===== src/rtl/mem_access_pkg.sv =====
// Shared encodings for the data-memory access controller.
// Latency: none (types, constants and a pure helper function).
// Backpressure: none.
package mem_access_pkg;

  localparam int unsigned MEM_BYTES_DEFAULT = 128;

  localparam logic [1:0] SZ_BYTE = 2'b00;
  localparam logic [1:0] SZ_HALF = 2'b01;
  localparam logic [1:0] SZ_WORD = 2'b10;

  typedef enum logic [2:0] {
    IDLE = 3'd0,
    RD   = 3'd1,
    CAP  = 3'd2,
    WR   = 3'd3,
    ERR  = 3'd4,
    DONE = 3'd5
  } state_t;

  // True when a request must be rejected: bad size, misalignment, or the
  // containing word reaching past the end of memory (33-bit, no wrap).
  function automatic logic access_illegal(input logic [1:0] size,
                                          input logic [31:0] addr,
                                          input int unsigned mem_bytes);
    logic [32:0] last_byte;
    logic        bad;
    last_byte = {1'b0, addr[31:2], 2'b00} + 33'd3;
    bad = 1'b0;
    case (size)
      SZ_BYTE: bad = 1'b0;
      SZ_HALF: bad = addr[0];
      SZ_WORD: bad = (addr[1:0] != 2'b00);
      default: bad = 1'b1;
    endcase
    if (last_byte >= 33'(mem_bytes)) bad = 1'b1;
    return bad;
  endfunction

endpackage


===== src/rtl/byte_lane_unit.sv =====
// Big-endian lane extract/extend for loads and lane merge for sub-word stores.
// Latency: purely combinational.
// Backpressure: none.
module byte_lane_unit
  import mem_access_pkg::*;
(
  input  logic [31:0] word,
  input  logic [1:0]  offset,
  input  logic [1:0]  size,
  input  logic        is_signed,
  input  logic [31:0] new_data,
  output logic [31:0] load_val,
  output logic [31:0] merged
);

  logic [7:0]  lane_b;
  logic [15:0] lane_h;

  // Offset 0 is the most significant lane of the memory word.
  always_comb begin
    lane_b   = 8'h00;
    lane_h   = offset[1] ? word[15:0] : word[31:16];
    load_val = word;
    merged   = word;
    case (offset)
      2'd0:    lane_b = word[31:24];
      2'd1:    lane_b = word[23:16];
      2'd2:    lane_b = word[15:8];
      default: lane_b = word[7:0];
    endcase
    case (size)
      SZ_BYTE: begin
        load_val = {{24{is_signed & lane_b[7]}}, lane_b};
        case (offset)
          2'd0:    merged[31:24] = new_data[7:0];
          2'd1:    merged[23:16] = new_data[7:0];
          2'd2:    merged[15:8]  = new_data[7:0];
          default: merged[7:0]   = new_data[7:0];
        endcase
      end
      SZ_HALF: begin
        load_val = {{16{is_signed & lane_h[15]}}, lane_h};
        if (offset[1]) merged[15:0]  = new_data[15:0];
        else           merged[31:16] = new_data[15:0];
      end
      default: begin
        load_val = word;
        merged   = new_data;
      end
    endcase
  end

endmodule


===== src/rtl/mem_access_ctrl.sv =====
// Data-memory initiator: one load/store at a time, sub-word stores as read-modify-write.
// Latency accept->resp_valid: load 3, word store 2, sub-word store 4, error 2 cycles.
// Backpressure: req_ready high only in IDLE; memory has no stall, responses are never held off.
module mem_access_ctrl
  import mem_access_pkg::*;
#(
  parameter int unsigned MEM_BYTES = MEM_BYTES_DEFAULT
)
(
  input  logic        clk,
  input  logic        rst,
  input  logic        req_valid,
  output logic        req_ready,
  input  logic        req_we,
  input  logic [1:0]  req_size,
  input  logic        req_signed,
  input  logic [31:0] req_addr,
  input  logic [31:0] req_wdata,
  output logic        resp_valid,
  output logic [31:0] resp_rdata,
  output logic        resp_err,
  output logic        MemRd,
  output logic        MemWr,
  output logic [31:0] Addr,
  output logic [31:0] W_data,
  input  logic [31:0] R_data
);

  state_t      state;
  logic        we_q;
  logic        signed_q;
  logic [1:0]  size_q;
  logic [1:0]  offset_q;
  logic [31:0] wdata_q;
  logic [31:0] load_val;
  logic [31:0] merged;

  byte_lane_unit u_lane (
    .word      (R_data),
    .offset    (offset_q),
    .size      (size_q),
    .is_signed (signed_q),
    .new_data  (wdata_q),
    .load_val  (load_val),
    .merged    (merged)
  );

  // Single-process FSM; every output is a register set on entry to the state that owns it.
  always_ff @(posedge clk) begin
    if (rst) begin
      state      <= IDLE;
      req_ready  <= 1'b1;
      resp_valid <= 1'b0;
      resp_err   <= 1'b0;
      resp_rdata <= 32'h0;
      MemRd      <= 1'b0;
      MemWr      <= 1'b0;
      Addr       <= 32'h0;
      W_data     <= 32'h0;
      we_q       <= 1'b0;
      signed_q   <= 1'b0;
      size_q     <= SZ_BYTE;
      offset_q   <= 2'b00;
      wdata_q    <= 32'h0;
    end else begin
      case (state)
        IDLE: begin
          if (req_valid && req_ready) begin
            we_q      <= req_we;
            signed_q  <= req_signed;
            size_q    <= req_size;
            offset_q  <= req_addr[1:0];
            wdata_q   <= req_wdata;
            Addr      <= {req_addr[31:2], 2'b00};
            req_ready <= 1'b0;
            if (access_illegal(req_size, req_addr, MEM_BYTES)) begin
              state <= ERR;
            end else if (req_we && req_size == SZ_WORD) begin
              W_data <= req_wdata;
              MemWr  <= 1'b1;
              state  <= WR;
            end else begin
              MemRd <= 1'b1;
              state <= RD;
            end
          end
        end
        RD: begin
          MemRd <= 1'b0;
          state <= CAP;
        end
        CAP: begin
          // R_data now holds the word read in the previous cycle.
          if (we_q) begin
            W_data <= merged;
            MemWr  <= 1'b1;
            state  <= WR;
          end else begin
            resp_rdata <= load_val;
            resp_err   <= 1'b0;
            resp_valid <= 1'b1;
            state      <= DONE;
          end
        end
        WR: begin
          MemWr      <= 1'b0;
          resp_rdata <= 32'h0;
          resp_err   <= 1'b0;
          resp_valid <= 1'b1;
          state      <= DONE;
        end
        ERR: begin
          resp_rdata <= 32'h0;
          resp_err   <= 1'b1;
          resp_valid <= 1'b1;
          state      <= DONE;
        end
        DONE: begin
          resp_valid <= 1'b0;
          resp_err   <= 1'b0;
          req_ready  <= 1'b1;
          state      <= IDLE;
        end
        default: begin
          MemRd      <= 1'b0;
          MemWr      <= 1'b0;
          resp_valid <= 1'b0;
          req_ready  <= 1'b1;
          state      <= IDLE;
        end
      endcase
    end
  end

endmodule


===== config.mk =====
export PLATFORM = sky130hd
export DESIGN_NAME = mem_access_ctrl
export DESIGN_NICKNAME = d
export VERILOG_FILES = /design/src/rtl/mem_access_pkg.sv /design/src/rtl/byte_lane_unit.sv /design/src/rtl/mem_access_ctrl.sv
export SDC_FILE = /design/constraint.sdc
export NUM_CORES = 1
export LEC_CHECK = 0
export ABC_AREA = 0
export BUFFER_PORTS_ARGS = -buffer_cell sky130_fd_sc_hd__clkbuf_2
export CORE_MARGIN = 2
export CORE_UTILIZATION = 45
export CTS_CLUSTER_DIAMETER = 40
export DETAILED_ROUTE_END_ITERATION = 10
export GPL_ROUTABILITY_DRIVEN = 0
export PLACE_DENSITY = 0.75
export REMOVE_ABC_BUFFERS = 1
export SLEW_MARGIN = 20
export SYNTH_ARGS = -nofsm -noshare
export SYNTH_HDL_FRONTEND = slang
export SYNTH_SLANG_ARGS = --single-unit

===== constraint.sdc =====
create_clock -name clk -period 2.88 [get_ports clk]
set_clock_uncertainty 0.1 [all_clocks]
set_input_delay 0.432 -clock clk [delete_from_list [all_inputs] [get_ports clk]]
set_output_delay 0.432 -clock clk [all_outputs]
set_load 0.02 [all_outputs]

## Word-level counts from Yosys, hierarchy flattened

Index checks and enable logic that the tools add are counted.

| operators by class | value |
|---|---|
| add/subtract/negate cells | 1 |
| order comparisons | 1 |
| equality and inequality tests | 16 |
| mux-type cells | 42 |
| bitwise logic cells | 6 |
| reduce and logical (&&, ||, !) cells | 25 |

Operators with widths:

| kind | number |
|---|---|
| $pmux 32 s2 | 4 |
| $mux 32 | 5 |
| $mux 16 | 3 |
| $add 32x2->33 const B | 1 |
| $ge 33x8->1 const B | 1 |
| $mux 8 | 4 |
| $pmux 8 s3 | 1 |
| $mux 1 | 14 |
| $ne 2x2->1 const B | 6 |
| $pmux 1 s3 | 4 |
| $pmux 3 s4 | 1 |
| $reduce_and 2->1 | 5 |
| $reduce_and 5->1 | 2 |
| $mux 3 | 3 |
| $reduce_or 4->1 | 2 |
| $eq 2x1->1 const B | 3 |
| $eq 3x2->1 const B | 2 |
| $eq 3x3->1 const B | 2 |
| $logic_not 2->1 | 3 |
| $reduce_bool 2->1 | 3 |
| $reduce_or 2->1 | 3 |
| $reduce_or 3->1 | 2 |
| $eq 2x2->1 const B | 2 |
| $not 1->1 | 4 |
| 8 further kinds | 11 |

| storage, ports and cells | value |
|---|---|
| register bits after elaboration | 140 |
| input bits | 103 |
| output and inout port bits | 101 |
| word-level logic and storage cells | 105 |

## Longest topological paths before layout

Gate-level depths: netlist of run 1.

| logic depth | value |
|---|---|
| depth in word-level cells | 9 |
| gate-level depth with buffers | 8 |
| gate-level depth less buffers | 5 |

## Modules after synthesis

Synthesis of run 1 repeated with hierarchy kept, for this count alone.

| unflattened totals | value |
|---|---|
| cells, all modules | 828 |
| area, all modules | 7,174.4 µm² |

Modules (own cells, without submodules):

| module | instances | cells each | area an instance (µm²) | sequential area each (µm²) |
|---|---|---|---|---|
| mem_access_ctrl | 1 | 589 | 5,446.5 | 2,802.7 |
| byte_lane_unit | 1 | 239 | 1,727.9 | 0.0 |

## Worst setup path before layout of run 1

No wires, ideal clock.

| timing path | value |
|---|---|
| kind | input port to flip-flop |
| from | input port req_addr[31] |
| to | register W_data[23] |
| setup time | 0.123 ns |
| arrival time | 1.700 ns |
| required time | 2.657 ns |
| slack | 0.957 ns |
| cell stages on the path | 6 |
| path buffers | 1 |
| cell sequence | nor4_1 and4_1 nand3_2 o32a_1 buf_6 mux2_1 |

| between the ends | value |
|---|---|
| word-level cells in the longest chain between the ends | 8 |

Ends and longest elaborated chain:

| item | RTL line | source |
|---|---|---|
| from (decl) | mem_access_ctrl.sv:17 | `input logic [31:0] req_addr,` |
| $add 32x2->33 | mem_access_pkg.sv:28 | `last_byte = {1'b0, addr[31:2], 2'b00} + 33'd3;` |
| $ge 33x8->1 | mem_access_pkg.sv:36 | `if (last_byte >= 33'(mem_bytes)) bad = 1'b1;` |
| $mux 1 | mem_access_pkg.sv:36 |  |
| $mux 1 | mem_access_ctrl.sv:68 | `if (req_valid && req_ready) begin` |
| $mux 1 | mem_access_ctrl.sv:66 | `case (state)` |
| $mux 1 | mem_access_ctrl.sv:50 | `if (rst) begin` |
| $ne 2x2->1 (no line) | -- |  |
| $reduce_and 5->1 (no line) | -- |  |
| to (signal assigned) | mem_access_ctrl.sv:79 | `W_data <= req_wdata;` |
| to (signal assigned) | mem_access_ctrl.sv:95 | `W_data <= merged;` |
| to (decl) | mem_access_ctrl.sv:25 | `output logic [31:0] W_data,` |

Every way passes these cells. The select of a mux whose other input is x is not followed.
A chain may end at the register's enable or synchronous reset.

## Worst setup path in the final report of run 1

| timing path | value |
|---|---|
| from | register state[2] |
| to | register resp_rdata[3] |

| between the ends | value |
|---|---|
| word-level cells in the longest chain between the ends | 4 |
| elaborated cells on any way between the ends | 8 |
| those cells by class | 4 x eq/ne; 1 x mux; 3 x reduce/logical |

Ends and longest elaborated chain:

| item | RTL line | source |
|---|---|---|
| from (decl) | mem_access_ctrl.sv:29 | `state_t state;` |
| from (signal assigned) | mem_access_ctrl.sv:51 | `state <= IDLE;` |
| from (signal assigned) | mem_access_ctrl.sv:77 | `state <= ERR;` |
| from (signal assigned) | mem_access_ctrl.sv:81 | `state <= WR;` |
| $eq 3x3->1 / $eq 3x2->1 (equally long branches) | mem_access_ctrl.sv:66 |  |
| $reduce_or 2->1 (no line) | -- |  |
| $reduce_bool 2->1 (no line) | -- |  |
| $reduce_and 2->1 (no line) | -- |  |
| to (signal assigned) | mem_access_ctrl.sv:99 | `resp_rdata <= load_val;` |
| to (decl) | mem_access_ctrl.sv:20 | `output logic [31:0] resp_rdata,` |

Parallel ways exist; a longest one is shown, timed or not.

==> results.cfg, run 1 <==
[floorplan]
start_util = 0.456
fp.dieW_um = 130
die_h_um = 130
dieArea_sq_um = 17000
pin_count = 204
rows = 46
core_sq_um = 15700

[clocking]
cts.sinks = 140
cts-root-buf = clkbuf_16
cts_buffers = 17
cts_tree = done
cts_resized = 0
hold_buffers = 0
clock_path_buffers = 2
cts_max_level = 4
clkLatencyLatePin_ps = 440
post_cts_buffers = 0
clk_pin_slew_ps = 60

[power]
ir_drop_mv = 0.446
power-per-cell-area_nw_per_um2 = 617
finalPower_w = 0.00548
p_leak_nw = 3.93

[timing]
fmax_ghz = 0.428
fin_crit_sh = 0.811
layout_min_cycle_time_ps = 2340
setup_ws_ps = 544
tns_ps = 0
slew_headroom = 0.402
hold_ws_ps = 113
hold_viol = 0
finalSetupViolations = 0
rsz0062_at_grt = false
worst_pin_slew_ps = 894
maxSlewViolCount = 0

[drt]
vias = 7219
route.detailed.wl_per_inst_um = 17.9
drcViolationCount = 0
ant_nets = 0
drt-vias-per-instance = 5.68
wl_um = 22800
drt-initial-drc-count = 533
first_pass_iters = 6

[critical_path]
crit_type = register to register
start_kind = register
cp-end-kind = register
max_stage_delay_ps = 670
arrival_ps = 2600
crit_path_frequent_cell = a21oi_1
crit_path_cell_trace = and3b_1 -> a21oi_1 -> o221ai_1 -> a211o_1 -> a21oi_1
critPathBufInv = 0
crit_path_top_delay_cell = dfxtp_1
critPathRequiredTime_ps = 3150
cpLargestDelayFamily = compound AO/OA/AOI/OAI gates
crit_fanout = 17

[global_routing]
grt_pass1_vias = 6841
grt_pass1_wl_um = 35200
antenna_found_initial = 0
grt_max_degree = 61
grt_use_total = 0.270
overflow = 0

[logic_synthesis]
yosys_warnings = 0
synth_top_area_frac = 0.391
ys.flop_type = dfxtp_1
ys_types = 57
syn-instance-count = 873
synth_area_sq_um = 7170
seq_area_frac_synth = 0.391
synth_seq_cells = 140
synth.avg_cell_area_sq_um = 8.21
synthArstFlopShare = 0
synth_area_leaders = dfxtp_1 (39%), nand2_1 (9.8%), a21oi_1 (6.5%)
synth_edf_count = 0
yosysTopAreaCell = dfxtp_1

[placed_design]
dp.final_hpwl_um = 15800
portBuffers = 201
dp.cells = 1238
dp_worst_setup_slack_ps = 402

[layout]
area_growth_pct = 24.1
final_nets = 1144
regArea_sq_um = 2800
drive_gt1_frac = 0.287
fin_cells = 1270
fillers = 1477
multi_input_area_sq_um = 3980
n_antenna_cell = 0

[worst_hold_path]
hold_class = primary input to register

[flow_run]
cap_violations = 0

[outcome]
status = completed
==> sequential cells by signal, summed over array words and instances (netlist names), 2 cells and up <==
| register | count |
|---|---|
| size_q | 2 |
| resp_rdata | 32 |
| state | 3 |
| offset_q | 2 |
| wdata_q | 32 |
| W_data | 32 |
| Addr | 30 |
==> layer usage <==
metal / GRT usage / wire length (um)
met5: 0 / 0
met4: 0.118 / 650
met3: 0.0841 / 2030
met2: 0.444 / 10700
met1: 0.327 / 9380
==> final cells by class <==
type / count / area share
clock inverters: 10 / 0.0129
well taps: 216 / 0.0304
flip-flops and latches: 140 / 0.315
multi-input cells: 650 / 0.448
inverters: 4 / 0.00169
repair buffers: 228 / 0.139
clock buffers: 22 / 0.0533
==> worst paths after layout <==
kind,from,endpoint,slack (ps),cells after the start
setup / recovery,state[2],resp_rdata[3],540,5
hold / removal,req_addr[4],Addr[4],110,3
setup reg to reg,state[2],resp_rdata[3],540,5
hold reg to reg,Addr[5],Addr[5],350,2
==> cell usage after synthesis, drive strengths merged, types with 5 or more instances <==
master and count:
nand2 188, dfxtp 140, a21oi 93, nor2 64, nand2b 58, clkbuf 44, mux2i 44, buf 36
mux2 33, a211o 20, a32oi 16, a221oi 15, a311o 15, o21ai 10, a22o 8, a22oi 8
o22ai 8, nor4 6, o221ai 6, a21o 5, nor2b 5, nor3 5
==> through the flow <==
step,util,cell area [sq um]
global placement,0.529,8310
finish,0.566,8900
global route,0.566,8900
CTS,0.566,8900
floorplan,-,6780
detailed placement,0.529,8310
==> logic make-up (layout without fill, tap and decap cells) <==
logic type,after synthesis,count (layout),share of synthesized area
AND/OR/NAND/NOR,339,339,0.214
AO/OA/AOI/OAI,232,232,0.225
flip-flops,140,140,0.391
buffers and inverters,84,264,0.0562
multiplexers,77,77,0.113
other,1,2,0.000523
==> cell usage in the layout, fill, tap and decap left out, drive strengths merged, types with 3 or more instances in the layout <==
master | synthesis | layout
a21o | 5 | 5
mux2 | 33 | 33
o22ai | 8 | 8
nand3 | 3 | 3
o221ai | 6 | 6
a211o | 20 | 20
nor3 | 5 | 5
a22oi | 8 | 8
a221oi | 15 | 15
a32oi | 16 | 16
a22o | 8 | 8
o21a | 4 | 4
nand2b | 58 | 58
nor4 | 6 | 6
a311o | 15 | 15
buf | 36 | 28
nor2b | 5 | 5
a32o | 4 | 4
nand2 | 188 | 188
a21oi | 93 | 93
clkinvlp | 0 | 3
o2bb2ai | 4 | 4
a31oi | 4 | 4
dfxtp | 140 | 140
o21ai | 10 | 10
mux2i | 44 | 44
nor2 | 64 | 64
clkbuf | 44 | 222
inv | 4 | 4
a21boi | 4 | 4
clkinv | 0 | 5
==> worst min-delay path: stages <==
cell and delay (ps):
clkbuf_2 80, nand2_1 40, a21oi_1 50
==> power breakdown <==
part	leakage (nW)	internal [W]	switching, W
clock	0.282	0.00134	0.000859
sequential	1.14	0.00205	0.000117
combinational	2.51	0.000422	0.000695
total	3.93	0.00381	0.00167
Note: power is estimated with default switching activity, not from simulation.
==> run 2, diff against run 1 <==
==> constraint.sdc (replaced) <==
create_clock -name clk -period 2.41 [get_ports clk]
set_clock_uncertainty 0.1 [all_clocks]
set_input_delay 0.3615 -clock clk [delete_from_list [all_inputs] [get_ports clk]]
set_output_delay 0.3615 -clock clk [all_outputs]
set_load 0.02 [all_outputs]
==> run 2 against run 1 <==
  * Largest cell class unchanged
  * Routed wire length down 0.84%
  * Sequential power grew 19%
  * Highest routed layer unchanged
  * Critical endpoint is now resp_rdata[1]
  * Die area did not move
  * Design area grew 2.4%
==> results.cfg, run 2 (synthesis gave the netlist of run 1 again) <==
[global_routing]
antenna_found_initial = 0
grt_max_degree = 68
overflow = 0
grt_use_total = 0.268
grt_pass1_vias = 6743
grt_pass1_wl_um = 35500

[drt]
route.detailed.wl_per_inst_um = 17.6
drcViolationCount = 0
drt-vias-per-instance = 5.62
wl_um = 22600
first_pass_iters = 5
vias = 7227
drt-initial-drc-count = 564
ant_nets = 0

[power]
ir_drop_mv = 0.495
power-per-cell-area_nw_per_um2 = 748
finalPower_w = 0.00682
p_leak_nw = 4.05

[clocking]
post_cts_buffers = 0
cts_max_level = 4
cts_buffers = 17
cts_resized = 0
hold_buffers = 0
clock_path_buffers = 2
clk_pin_slew_ps = 60
clkLatencyLatePin_ps = 430
cts-root-buf = clkbuf_16
cts_tree = done
cts.sinks = 140

[placed_design]
placed_area_sq_um = 8480
dp.cells = 1254
dp.final_hpwl_um = 16000
portBuffers = 201

[timing]
worst_pin_slew_ps = 807
fmax_ghz = 0.429
slew_headroom = 0.460
maxSlewViolCount = 0
rsz0062_at_grt = false
fin_crit_sh = 0.968
hold_viol = 0
finalSetupViolations = 0
layout_min_cycle_time_ps = 2330

[floorplan]
dieArea_sq_um = 17000
core_sq_um = 15700
fp.dieW_um = 130
die_h_um = 130
rows = 46
start_util = 0.456
pin_count = 204

[layout]
fin_cells = 1285
stdcell_area_sq_um = 9110
fillers = 1438
layout_common_cells = clkbuf_2 (200), nand2_1 (188), dfxtp_1 (139)
reg_top3 = W_data: 32 flops, resp_rdata: 32 flops, wdata_q: 32 flops
final_nets = 1160
drive_gt1_frac = 0.298
n_antenna_cell = 0
area_growth_pct = 27.1
mostFrequentLayoutCell = clkbuf_2

[worst_hold_path]
hold_class = primary input to register

[critical_path]
start_kind = register
critPathRequiredTime_ps = 2600
crit_type = register to register
cp-end-kind = register
crit_fanout = 20
arrival_ps = 2520

[outcome]
status = completed

[flow_run]
cap_violations = 0
-- run 2: metal layers --
metal / part of all wire / up-vias / global-route usage
met5: 0 / - / 0
met1: 0.43 / 3430 / 0.345
li1: - / 3451 / -
met2: 0.47 / 308 / 0.435
met3: 0.077 / 38 / 0.0726
met4: 0.021 / 0 / 0.0968
-- run 2: final timing paths --
| check | startpoint | endpoint | slack [ps] | cells after the start |
|---|---|---|---|---|
| worst max-delay path | offset_q[1] | resp_rdata[1] | 80 | 6 |
| worst max register to register | offset_q[1] | resp_rdata[1] | 80 | 6 |
| worst min register to register | Addr[16] | Addr[16] | 360 | 2 |
| worst min-delay path | req_addr[6] | Addr[6] | 50 | 3 |
-- run 2: worst max-delay path: stages (launching register included) --
cell and delay (ps):
dfxtp_1 370, buf_4 240, nor2_1 650, nand2_1 360, o221ai_1 290, a211o_1 130
a21oi_1 50
-- run 2: power breakdown --
group / switching [W] / total, W / internal, W
clock network: 0.00102 / 0.00283 / 0.00181
registers: 0.000125 / 0.00258 / 0.00245
logic: 0.000851 / 0.00141 / 0.000559
-- run 2: area by class of cell --
cell class                      instances  area, sq um  area share
Multi-Input combinational cell        650         3980       0.437
Sequential cell                       140         2800       0.308
Inverter                                4         15.0     0.00165
Timing Repair Buffer                  244         1410       0.154
Tap cell                              216          270      0.0297
Clock inverter                         10          163      0.0179
Clock buffer                           21          470      0.0516
-- run 2: per-stage QoR --
step,hold WS [ps],utilization,setup WS (ps),TNS (ps)
finish,49.4,0.580,77.8,0
detailed placement,345,0.539,176,0
floorplan,330,-,-967,-83460
CTS,42.5,0.580,169,0
global route,58.3,0.580,11.8,0
global placement,339,0.539,215,0
==> run 3, diff against run 2 <==
--- a/config.mk
+++ b/config.mk
@@ -7,14 +7,17 @@
 export LEC_CHECK = 0
 export ABC_AREA = 0
 export BUFFER_PORTS_ARGS = -buffer_cell sky130_fd_sc_hd__clkbuf_2
+export CELL_PAD_IN_SITES_DETAIL_PLACEMENT = 0
+export CELL_PAD_IN_SITES_GLOBAL_PLACEMENT = 1
 export CORE_MARGIN = 2
-export CORE_UTILIZATION = 45
+export CORE_UTILIZATION = 39
 export CTS_CLUSTER_DIAMETER = 40
 export DETAILED_ROUTE_END_ITERATION = 10
 export GPL_ROUTABILITY_DRIVEN = 0
-export PLACE_DENSITY = 0.75
+export PLACE_DENSITY = 0.85
 export REMOVE_ABC_BUFFERS = 1
 export SLEW_MARGIN = 20
 export SYNTH_ARGS = -nofsm -noshare
 export SYNTH_HDL_FRONTEND = slang
+export SYNTH_HIERARCHICAL = 1
 export SYNTH_SLANG_ARGS = --single-unit
==> run 3 against run 2 <==
  * Routed wire length decreased by 2.6%
  * Combinational power grew 57%
  * Synthesized cell count is 5.2% lower
  * Sequential power grew 5%
  * Clock-buffer cell count up 4
  * Die area rose by 15%
  * Final cell count is 3.4% lower
  * Utilization shrank 8.1 points
  * Via count shrank 6.3%
  * Critical path type unchanged
==> results.cfg, run 3 <==
[outcome]
status = completed

[floorplan]
dieArea_sq_um = 19500
fp.dieW_um = 140
rows = 49
start_util = 0.398
die_h_um = 140
pin_count = 204
core_sq_um = 18000

[global_routing]
antenna_found_initial = 0
grt_pass1_vias = 6575
overflow = 0
grt_use_met2 = 0.346
use_met1 = 0.297
grt_use_total = 0.224
grt_max_degree = 58
grtUsageMet3 = 0.0743
grt_pass1_wl_um = 35300
busiest_layer = met2

[placed_design]
dp.final_hpwl_um = 15500
dp_worst_setup_slack_ps = 101
portBuffers = 201
placed_area_sq_um = 8380

[clocking]
clkLatencyLatePin_ps = 420
cts_resized = 0
post_cts_buffers = 0
clk_pin_slew_ps = 60
cts_tree = done
cts_max_level = 4
clock_path_buffers = 2
cts-root-buf = clkbuf_16
hold_buffers = 0
cts.sinks = 140
cts_buffers = 17

[logic_synthesis]
synth.avg_cell_area_sq_um = 8.66
seq_area_frac_synth = 0.391
yosys_warnings = 6
ys.flop_type = dfxtp_1
synth_area_leaders = dfxtp_1 (39%), mux2i_1 (9.8%), nand2_1 (8.7%)
synth_top_area_frac = 0.391
yosysMostFrequentCell = nand2_1
synth_seq_cells = 140
synth_area_sq_um = 7170
synthArstFlopShare = 0
ys_types = 55
synth_edf_count = 0
yosysTopAreaCell = dfxtp_1
syn-instance-count = 828
netlist_top_cells_count = nand2_1 (166), dfxtp_1 (140), a21oi_1 (79), mux2i_1 (70)

[timing]
layout_min_cycle_time_ps = 2290
slew_headroom = 0.398
setup_ws_ps = 122
rsz0062_at_grt = false
fin_crit_sh = 0.949
maxSlewViolCount = 0
worst_pin_slew_ps = 899
finalSetupViolations = 0
hold_viol = 0
fmax_ghz = 0.437

[layout]
final_nets = 1103
stdcell_area_sq_um = 9000
drive_gt1_frac = 0.311
reg_top3 = W_data: 32 flops, resp_rdata: 32 flops, wdata_q: 32 flops
layout_common_cells = clkbuf_2 (200), nand2_1 (165), dfxtp_1 (138)
n_antenna_cell = 0
fillers = 1774
area_growth_pct = 25.4
mostFrequentLayoutCell = clkbuf_2

[drt]
vias = 6775
drcViolationCount = 0
drt-vias-per-instance = 5.46
route.detailed.wl_per_inst_um = 17.7
wl_um = 22000
first_pass_iters = 5
drt-initial-drc-count = 436
ant_nets = 0

[critical_path]
crit_start = size_q[1]
setup.worst_path.end = resp_rdata[19]
crit_path_cell_trace = buf_4 -> nor2_1 -> nand3_1 -> o21ai_0 -> a22oi_1 -> nor2_1
arrival_ps = 2540
rr_startpoint = size_q[1]
crit_fanout = 22
crit_type = register to register
r2r_end = resp_rdata[19]
start_kind = register
critPathBufInv = 1
rr_worst_depth = 6
cpLargestDelayFamily = simple AND/OR/NAND/NOR gates
crit_path_top_delay_cell = nand3_1
cp-end-kind = register
max_stage_delay_ps = 500
crit_path_frequent_cell = nor2_1
r2r_slack_ps = 120
critPathRequiredTime_ps = 2660
worst-path-stages = 6

[power]
ir_drop_mv = 0.492
p_leak_nw = 3.62
power-per-cell-area_nw_per_um2 = 850

[flow_run]
cap_violations = 0

[worst_hold_path]
hold_class = primary input to register
==> run 3: kinds of logic after synthesis <==
kind of cell / Yosys count / share of synthesized area
simple gates: 283 / 0.181
compound gates: 240 / 0.257
flops: 140 / 0.391
buf+inv: 83 / 0.0548
mux: 81 / 0.116
other cells: 1 / 0.000523
==> run 3: power breakdown <==
part / internal (W) / switching (W) / leakage, nW
Sequential: 0.00253 / 0.000176 / 1.14
Clock: 0.00176 / 0.000973 / 0.299
Combinational: 0.000840 / 0.00137 / 2.18
Total: 0.00512 / 0.00252 / 3.62
==> run 3: how the worst min path moves through the flow <==
stage | start | end | slack [ps] | cells after the start
finish | req_addr[6] | Addr[6] | 60 | 3
global route | req_addr[6] | Addr[6] | 50 | 3
CTS | req_addr[5] | Addr[5] | 50 | 3
detailed placement | wdata_q[23] | wdata_q[23] | 350 | 2
floorplan | wdata_q[16] | wdata_q[16] | 330 | 2
global placement | Addr[28] | Addr[28] | 340 | 2
==> run 3: per-stage QoR <==
stage               total power [W]  TNS, ps  instances  hold WS [ps]  utilization
finish                      0.00765        0       1241          62.7        0.499
global route                0.00804        0       1241          52.8        0.499
CTS                         0.00769        0       1241          46.6        0.499
detailed placement          0.00495        0       1210           347        0.465
global placement            0.00493        0       1210           341        0.465
floorplan                   0.00410   -58020        753           330            -
==> run 3: tightest hold or removal path, stage by stage <==
cell and delay (ps):
clkbuf_2 80, nand2_1 40, a21oi_1 50
==> run 3: area by class of cell <==
type,count,area [sq um],area share
inverters,7,26.3,0.00292
repair buffers,228,1260,0.140
well taps,229,287,0.0318
flip-flops and latches,140,2810,0.312
clock buffers,25,505,0.0562
clock inverters,6,108,0.0120
multi-input cells,606,4010,0.445
==> run 3: layer usage <==
metal	wire (um)	part of all wire
met5	0	0
met4	376	0.017
met3	1790	0.082
met2	10200	0.47
met1	9580	0.44
